File: config.mk
export PLATFORM = sky130hd
export DESIGN_NAME = gb_host_bridge
export DESIGN_NICKNAME = d
export VERILOG_FILES = /design/src/rtl/gb_host_bridge.sv
export SDC_FILE = /design/constraint.sdc
export NUM_CORES = 1
export LEC_CHECK = 0
export BUFFER_PORTS_ARGS = -buffer_cell sky130_fd_sc_hd__buf_2
export CORE_UTILIZATION = 44
export CTS_CLUSTER_SIZE = 30
export DETAILED_ROUTE_END_ITERATION = 16
export GPL_TIMING_DRIVEN = 0
export PLACE_DENSITY = 0.78
export SETUP_SLACK_MARGIN = 0.1
export SYNTH_ARGS = -nofsm -noshare
export SYNTH_HDL_FRONTEND = slang
export SYNTH_SLANG_ARGS = --single-unit
File: constraint.sdc
create_clock -name clk -period 1.5 [get_ports clk]
set_input_delay 0.075 -clock clk [delete_from_list [all_inputs] [get_ports clk]]
set_output_delay 0.075 -clock clk [all_outputs]
set_load 0.02 [all_outputs]
File: src/rtl/gb_host_bridge.sv
`default_nettype none
// ============================================================================
// Module      : gb_host_bridge
// Description : Single-outstanding command/response bridge onto a strobed
//               local bus with a fixed-latency read return.
// Revision    : 1.0 - initial release
// ============================================================================
module gb_host_bridge #(
    parameter int AW       = 24,
    parameter int DW       = 32,
    parameter int RD_DELAY = 2
) (
    input  logic          clk,
    input  logic          rst_n,
    input  logic          cmd_valid,
    output logic          cmd_ready,
    input  logic          cmd_we,
    input  logic [AW-1:0] cmd_addr,
    input  logic [DW-1:0] cmd_wdata,
    output logic          rsp_valid,
    input  logic          rsp_ready,
    output logic          rsp_write,
    output logic [DW-1:0] rsp_rdata,
    output logic [AW-1:0] gb_addr,
    output logic [DW-1:0] gb_dout,
    output logic          gb_we,
    output logic          gb_re,
    input  logic [DW-1:0] gb_din,
    output logic          busy,
    output logic [15:0]   wr_count,
    output logic [15:0]   rd_count
);

    localparam logic [2:0] S_IDLE  = 3'd0;
    localparam logic [2:0] S_WRITE = 3'd1;
    localparam logic [2:0] S_READ  = 3'd2;
    localparam logic [2:0] S_RWAIT = 3'd3;
    localparam logic [2:0] S_RESP  = 3'd4;

    localparam logic [3:0] c_rd_delay = 4'(RD_DELAY);
    localparam logic       c_no_wait  = (RD_DELAY == 0);

    logic [2:0]    r_state;
    logic [2:0]    w_state_nxt;
    logic [3:0]    r_wait;
    logic [AW-1:0] r_gb_addr;
    logic [DW-1:0] r_gb_dout;
    logic          r_rsp_write;
    logic [DW-1:0] r_rsp_rdata;
    logic [15:0]   r_wr_count;
    logic [15:0]   r_rd_count;

    logic w_accept;
    logic w_capture;
    logic w_rsp_hs;

    assign w_accept  = (r_state == S_IDLE) && cmd_valid;
    // Read data is due at the end of cycle T+RD_DELAY, T being the gb_re cycle.
    assign w_capture = ((r_state == S_READ) && c_no_wait) ||
                       ((r_state == S_RWAIT) && (r_wait == 4'd1));
    assign w_rsp_hs  = (r_state == S_RESP) && rsp_ready;

    always_ff @(posedge clk or negedge rst_n) begin
        if (!rst_n) begin
            r_state <= S_IDLE;
        end else begin
            r_state <= w_state_nxt;
        end
    end

    always_comb begin
        w_state_nxt = r_state;
        case (r_state)
            S_IDLE:  if (cmd_valid) w_state_nxt = cmd_we ? S_WRITE : S_READ;
            S_WRITE: w_state_nxt = S_RESP;
            S_READ:  w_state_nxt = c_no_wait ? S_RESP : S_RWAIT;
            S_RWAIT: if (r_wait == 4'd1) w_state_nxt = S_RESP;
            S_RESP:  if (rsp_ready) w_state_nxt = S_IDLE;
            default: w_state_nxt = S_IDLE;
        endcase
    end

    always_comb begin
        cmd_ready = (r_state == S_IDLE);
        gb_we     = (r_state == S_WRITE);
        gb_re     = (r_state == S_READ);
        rsp_valid = (r_state == S_RESP);
        busy      = (r_state != S_IDLE);
    end

    always_ff @(posedge clk or negedge rst_n) begin
        if (!rst_n) begin
            r_wait      <= 4'd0;
            r_gb_addr   <= '0;
            r_gb_dout   <= '0;
            r_rsp_write <= 1'b0;
            r_rsp_rdata <= '0;
            r_wr_count  <= 16'd0;
            r_rd_count  <= 16'd0;
        end else begin
            if (w_accept) begin
                r_gb_addr <= cmd_addr;
                if (cmd_we) r_gb_dout <= cmd_wdata;
            end
            if (r_state == S_READ) begin
                r_wait <= c_rd_delay;
            end else if (r_state == S_RWAIT) begin
                r_wait <= r_wait - 4'd1;
            end
            if (r_state == S_WRITE) begin
                r_rsp_write <= 1'b1;
                r_rsp_rdata <= '0;
            end else if (w_capture) begin
                r_rsp_write <= 1'b0;
                r_rsp_rdata <= gb_din;
            end
            if (w_rsp_hs) begin
                if (r_rsp_write) r_wr_count <= r_wr_count + 16'd1;
                else             r_rd_count <= r_rd_count + 16'd1;
            end
        end
    end

    assign gb_addr   = r_gb_addr;
    assign gb_dout   = r_gb_dout;
    assign rsp_write = r_rsp_write;
    assign rsp_rdata = r_rsp_rdata;
    assign wr_count  = r_wr_count;
    assign rd_count  = r_rd_count;

endmodule
`default_nettype wire

==> results of run 1 <==
flip-flops by register name, indices dropped and copies added (netlist names):
register,cells
rsp_rdata,32
rd_count,16
rsp_write,1
gb_dout,32
gb_addr,24
r_wait,4
wr_count,16
r_state,3
layout by cell type, fill, tap and decap left out, types with 5 or more instances in the layout:
master	count
buf_2	213
dfrtp_1	122
dlygate4sd3_1	90
mux2_4	55
nand2_1	35
buf_6	30
o21ai_2	26
buf_4	26
nand2_2	24
clkbuf_16	20
nand2_4	20
xnor2_1	18
buf_8	15
xor2_1	9
buf_12	7
nand4_1	7
inv_1	6
o21ai_1	6
clkbuf_8	6
dfrtp_2	6
nor3_4	5
nor2_4	5
report_power, final:
part	switching, mW	internal (mW)
registers	0.990	4.52
clock network	1.64	3.00
logic	4.07	3.59
stage by stage:
| stage | setup TNS (ns) | cells | setup WS (ns) |
|---|---|---|---|
| 2_1_floorplan | -11.97 | 428 | -0.237 |
| 3_3_place_gp | -163.67 | 814 | -1.41 |
| 3_5_place_dp | -14.97 | 815 | -0.248 |
| 4_1_cts | -13.44 | 981 | -0.180 |
| 5_1_grt | -27.56 | 995 | -0.338 |
| 6_report | -22.22 | 996 | -0.317 |
logic make-up (layout without fill, tap and decap cells):
| kind of cell | count (synthesis) | count (layout) | share of synthesized area |
|---|---|---|---|
| other | 0 | 1 | 0 |
| muxes | 59 | 59 | 0.142 |
| DFF | 128 | 128 | 0.588 |
| and+or+nand+nor | 134 | 134 | 0.132 |
| adders and majority gates | 4 | 4 | 0.00919 |
| buffers and inverters | 30 | 429 | 0.0381 |
| AOI/OAI and AO/OA | 43 | 43 | 0.0418 |
| xor gates and xnor gates | 30 | 30 | 0.0482 |
area by class of cell:
type	count	area (um2)
Tap cell	168	210
Timing Repair Buffer	367	2700
Antenna cell	1	2.50
Sequential cell	128	3210
Clock inverter	9	151
Clock buffer	23	498
Buffer	20	313
Multi-Input combinational cell	270	2680
Fill cell	601	2250
Inverter	10	42.5
path summary, 6_finish.rpt:
| check | start | slack (ns) | end | cells past startpoint |
|---|---|---|---|---|
| max | r_state[1] | -0.32 | gb_dout[2] | 7 |
| min | rst_n | 0.13 | gb_dout[31] | 2 |
| max reg2reg | r_state[1] | -0.32 | gb_dout[2] | 7 |
| min reg2reg | wr_count[15] | 0.47 | wr_count[15] | 1 |
| max in group asynchronous | rst_n | 0.57 | rd_count[7] | 3 |
| min in group clk | cmd_valid | 0.17 | r_state[0] | 4 |
layer usage:
metal  track usage  up-vias  share of wire
li1              -     2232              -
met1         0.362     2686           0.34
met2         0.556      419           0.48
met3         0.104      191           0.10
met4         0.228        6          0.081
met5             0        -         0.0016
what timing repair did:
action	CTS	global route
pin swaps	59	32
resized for setup	158	103
endpoints found under the hold margin	217	0
setup endpoints to repair	122	128
gates cloned	13	2
setup buffers	31	18
hold buffers	90	0
worst max-delay path, cell delays in order, from the launching register on:
cell and delay, ns:
dfrtp_1 0.41, buf_6 0.15, nor3_4 0.20, and2_4 0.18
buf_12 0.13, nand2_8 0.10, buf_12 0.17, mux2_4 0.35
==> summary.txt, run 1 <==
failing checks = setup timing
Max Clk Rate = 550 MHz
Max IR drop VDD = 0.000930 V
Synth top cells by count = 128 x dfrtp_1, 79 x nand2_1, 36 x o21ai_0
Initial Utilization = 0.452
GRT Residual Overflow = 0
global-route wire length before repair = 31.4 mm
Remaining DRCs = 0
Startpoint Class = flop
CTS sink cnt = 128
CTS Root Cell = clkbuf_16
pin count of the biggest net entering global routing = 98
power per cell area = 1820 nW/um2
Post-synth EDFFs = 0
Routed WL per cell = 24.6 um
Synth warnings = 0
post-route ant nets = 0
crit path capture type = flop
max-cap violation count = 0
fin crit period = 1.82 ns
initial antenna violation count = 3
synth unique cells = 40
Leak Pwr = 5.16 nW
Clock Skew = 0.0129 ns
cell area after placement = 6910 um2
GRT Overall Usage = 0.333
NumNets Final = 911
number of I/O pins = 219
die area = 12800 um2
Die W = 113 um
syn_nets = 525
hpwl dp = 9.74 mm
Pre-antenna DRT Iters = 6
post-synth top area cell = dfrtp_1
DR vias/cell = 5.56
most common cell in the synthesized netlist = dfrtp_1
Layout area overhead = 80.1%
CTS buffer count = 17
WL final = 24.5 mm
final hold violation count = 0
ratio of cells with drive above 1 in the final layout = 0.613
htree depth = 4
Pins Over Slew Limit = 0
CORE AREA = 12100 um2
Skew-Pair Late Insertion Delay = 0.44 ns
Max Root-Sink Buffers = 2
setup ws final = -0.317 ns
cell area after layout = 9810 um2
vias in the first global route = 5599
post-synth top area share = 0.588
Syn Area/Cell = 12.7 um2
initial drt markers = 440
Crit Path Max Fanout = 7
row count = 40
outcome = complete, but fails checks
Syn Std Cell Area = 5450 um2
critical path arrival = 2.12 ns
vias = 5534
Layout Utilization = 0.813
Buffers on Ports = 218
CP required = 1.80 ns
CTS tree = yes
top post-synthesis cells by area = dfrtp_1 59%, mux2_4 8.3%, mux2_2 5.8%, nand2_1 5.4%, o21ai_0 3.3%
ys async rst share = 1.00
Total Power = 17.8 mW
Worst-Margin Slew = 0.496 ns
post-synthesis sequential area ratio = 0.588
Top FF cell, synth = dfrtp_1
Slew headroom = 0.669
#FFs+latches synth = 128
Crit Path Category = flop to flop
min-delay worst type = primary input to async pin
die height = 113 um
RSZ-0062 raised after global routing = yes
fin crit share = 1.21
final setup violation count = 126
Synth Instances = 428
Hold WS = 0.127 ns
clk slew on worst S/H paths = 0.06 ns
GPL Wtd Cong = 0.786
Note: power is estimated with default switching activity, not from simulation.
==> inputs of run 2 (changes only) <==
--- a/config.mk
+++ b/config.mk
@@ -6,11 +6,11 @@
 export NUM_CORES = 1
 export LEC_CHECK = 0
 export BUFFER_PORTS_ARGS = -buffer_cell sky130_fd_sc_hd__buf_2
-export CORE_UTILIZATION = 44
+export CORE_UTILIZATION = 50
 export CTS_CLUSTER_SIZE = 30
 export DETAILED_ROUTE_END_ITERATION = 16
 export GPL_TIMING_DRIVEN = 0
-export PLACE_DENSITY = 0.78
+export PLACE_DENSITY = 0.83
 export SETUP_SLACK_MARGIN = 0.1
 export SYNTH_ARGS = -nofsm -noshare
 export SYNTH_HDL_FRONTEND = slang
==> constraint.sdc (replaced) <==
create_clock -name clk -period 2.35 [get_ports clk]
set_input_delay 0.1175 -clock clk [delete_from_list [all_inputs] [get_ports clk]]
set_output_delay 0.1175 -clock clk [all_outputs]
set_load 0.02 [all_outputs]
==> run 2 against run 1 <==
The run now ends clean. Global-route usage down 2.1 points. Register-to-register slack better by 0.73 ns. First-iteration DRC count down 45%. Sequential power down 38%. Critical endpoint is now gb_we. Critical path depth down 1. Final cell count down 9.1%. Clock skew down 0.0011 ns. Combinational power down 54%. Flip-flop and latch count unchanged. Non-clock buffer count down 58. Die area down 12%. Sequential share of layout area up 6.2 points.
==> summary.txt, run 2 (synthesized netlist as in run 1, its figures left out) <==
Die W = 106 um (-6.1%)
# Post-CTS Setup Buffers = 0 (-100%)
critical path arrival = 1.83 ns (-0.29 ns)
Leak Pwr = 4.26 nW (-17%)
Initial Utilization = 0.521 (+0.0690)
vias in the first global route = 5002 (-11%)
RSZ-0062 raised after global routing = no
pin count of the biggest net entering global routing = 66 (-33%)
CTS buffer count = 17 (unchanged)
area of the multi-input gates = 2040 um2 (-24%)
WL final = 17.1 mm (-30%)
max-cap violation count = 0 (unchanged)
CTS tree = yes
die height = 106 um (-6.1%)
Crit Path Max Fanout = 10 (+3)
Pins Over Slew Limit = 0 (unchanged)
Skew-Pair Late Insertion Delay = 0.50 ns (+0.06 ns)
ratio of cells with drive above 1 in the final layout = 0.437 (-0.176)
DR vias/cell = 5.22 (-6.1%)
Routed WL per cell = 18.9 um (-23%)
initial drt markers = 244 (-45%)
final hold violation count = 0 (unchanged)
Placement Setup Slack = 0.500 ns (+0.748 ns)
final setup violation count = 0 (-100%)
global-route wire length before repair = 26.5 mm (-16%)
Max IR drop VDD = 0.000890 V (-4.2%)
GRT Residual Overflow = 0 (unchanged)
Max Root-Sink Buffers = 2 (unchanged)
post-route ant nets = 0 (unchanged)
outcome = finished, final reports clean
setup ws final = 0.403 ns (+0.720 ns)
CP required = 2.23 ns (+0.43 ns)
Slew headroom = 0.598 (-0.0710)
vias = 4724 (-15%)
row count = 37 (-7.5%)
Layout area overhead = 51.1%
crit path capture type = output port
clk slew on worst S/H paths = 0.06 ns (about the same)
hpwl dp = 9.35 mm (-4.0%)
setup TNS = 0 ns (+22.22 ns)
Buffers on Ports = 218 (unchanged)
antenna fix cells = 0 (-1)
Pre-antenna DRT Iters = 5 (-1)
most common cell after layout, fill and taps aside = buf_2
Clock Skew = 0.0118 ns (-0.00108 ns)
GRT Overall Usage = 0.312 (-0.0210)
fin crit period = 1.95 ns
CORE AREA = 10500 um2 (-13%)
Max Clk Rate = 514 MHz
register area = 3200 um2 (-0.23%)
number of I/O pins = 219 (unchanged)
Crit Path Category = flop to output port
die area = 11300 um2 (-12%)
NumNets Final = 853 (-6.4%)
htree depth = 4 (unchanged)
initial antenna violation count = 0 (-3)
Remaining DRCs = 0 (unchanged)
min-delay worst type = primary input to flop
fin crit share = 0.828
power per cell area = 1150 nW/um2 (-37%)
Fill cells = 627 (+4.3%)
CTS sink cnt = 128 (unchanged)
most frequent cells in the layout = 226 x buf_2, 128 x dfrtp_1, 90 x dlygate4sd3_1, 79 x nand2_1, 36 x o21ai_0
CTS Root Cell = clkbuf_8
Worst-Margin Slew = 0.603 ns (+0.106 ns)
Startpoint Class = flop
Hold WS = 0.0535 ns (-0.0736 ns)
GPL Wtd Cong = 0.840 (+6.9%)
-- run 2: cell types whose count changed in the layout (fill, tap and decap cells not counted), sizes merged --
cell	change
bufinv	-2
clkbuf	-4
buf	-57
diode	-1
clkinvlp	+5
clkinv	-1
inv	+1
-- run 2: stage by stage --
stage               instances  cell area [um2]  power, mW   util
global route              905             8230       9.87  0.787
finish                    905             8230       9.48  0.787
detailed placement        783             6740       6.56  0.644
global placement          782             6710       6.43  0.641
CTS                       905             8230       9.29  0.787
floorplan                 428             5450       5.43      -
-- run 2: where the power goes --
part	internal [mW]	switching [mW]	total, mW
Clock	1.60	0.996	2.59
Sequential	2.88	0.514	3.40
Combinational	1.51	1.97	3.49
-- run 2: critical path, stage by stage, from the launching register on --
cell	delay, ns
dfrtp_1	0.34
buf_6	0.14
inv_1	0.08
or3_1	0.36
buf_2	0.17
inv_1	0.08
buf_2	0.17
-- run 2: area by class of cell --
| cell class | count | area share |
|---|---|---|
| buffer | 20 | 0.0207 |
| clock buffer | 20 | 0.0553 |
| clock inverter | 12 | 0.0161 |
| inverter | 10 | 0.00456 |
| multi-input combinational | 270 | 0.247 |
| sequential | 128 | 0.389 |
| tap | 136 | 0.0207 |
| timing repair buffer | 309 | 0.246 |
-- run 2: path summary, 6_finish.rpt --
path,start,to,slack [ns],cells past startpoint
min in group asynchronous,rst_n,wr_count[6],0.16,2
min,cmd_we,gb_dout[12],0.05,3
max,r_state[0],gb_we,0.40,6
min reg2reg,wr_count[15],wr_count[15],0.46,1
max reg2reg,r_wait[1],rsp_rdata[20],0.41,8
max in group asynchronous,rst_n,rsp_rdata[24],1.48,3
-- run 2: what timing repair did --
action / CTS / global route
endpoints found under the setup margin: 0 / 0
hold endpoints to repair: 153 / 0
gates resized for setup: 0 / 0
hold buffers: 90 / 0
-- run 2: per-layer routing --
metal  GRT usage  wire, um  part of all wire
met1       0.356      6490              0.38
met2       0.535      8770              0.51
met3      0.0785      1120             0.066
met4       0.170       700             0.041
met5           0         0                 0
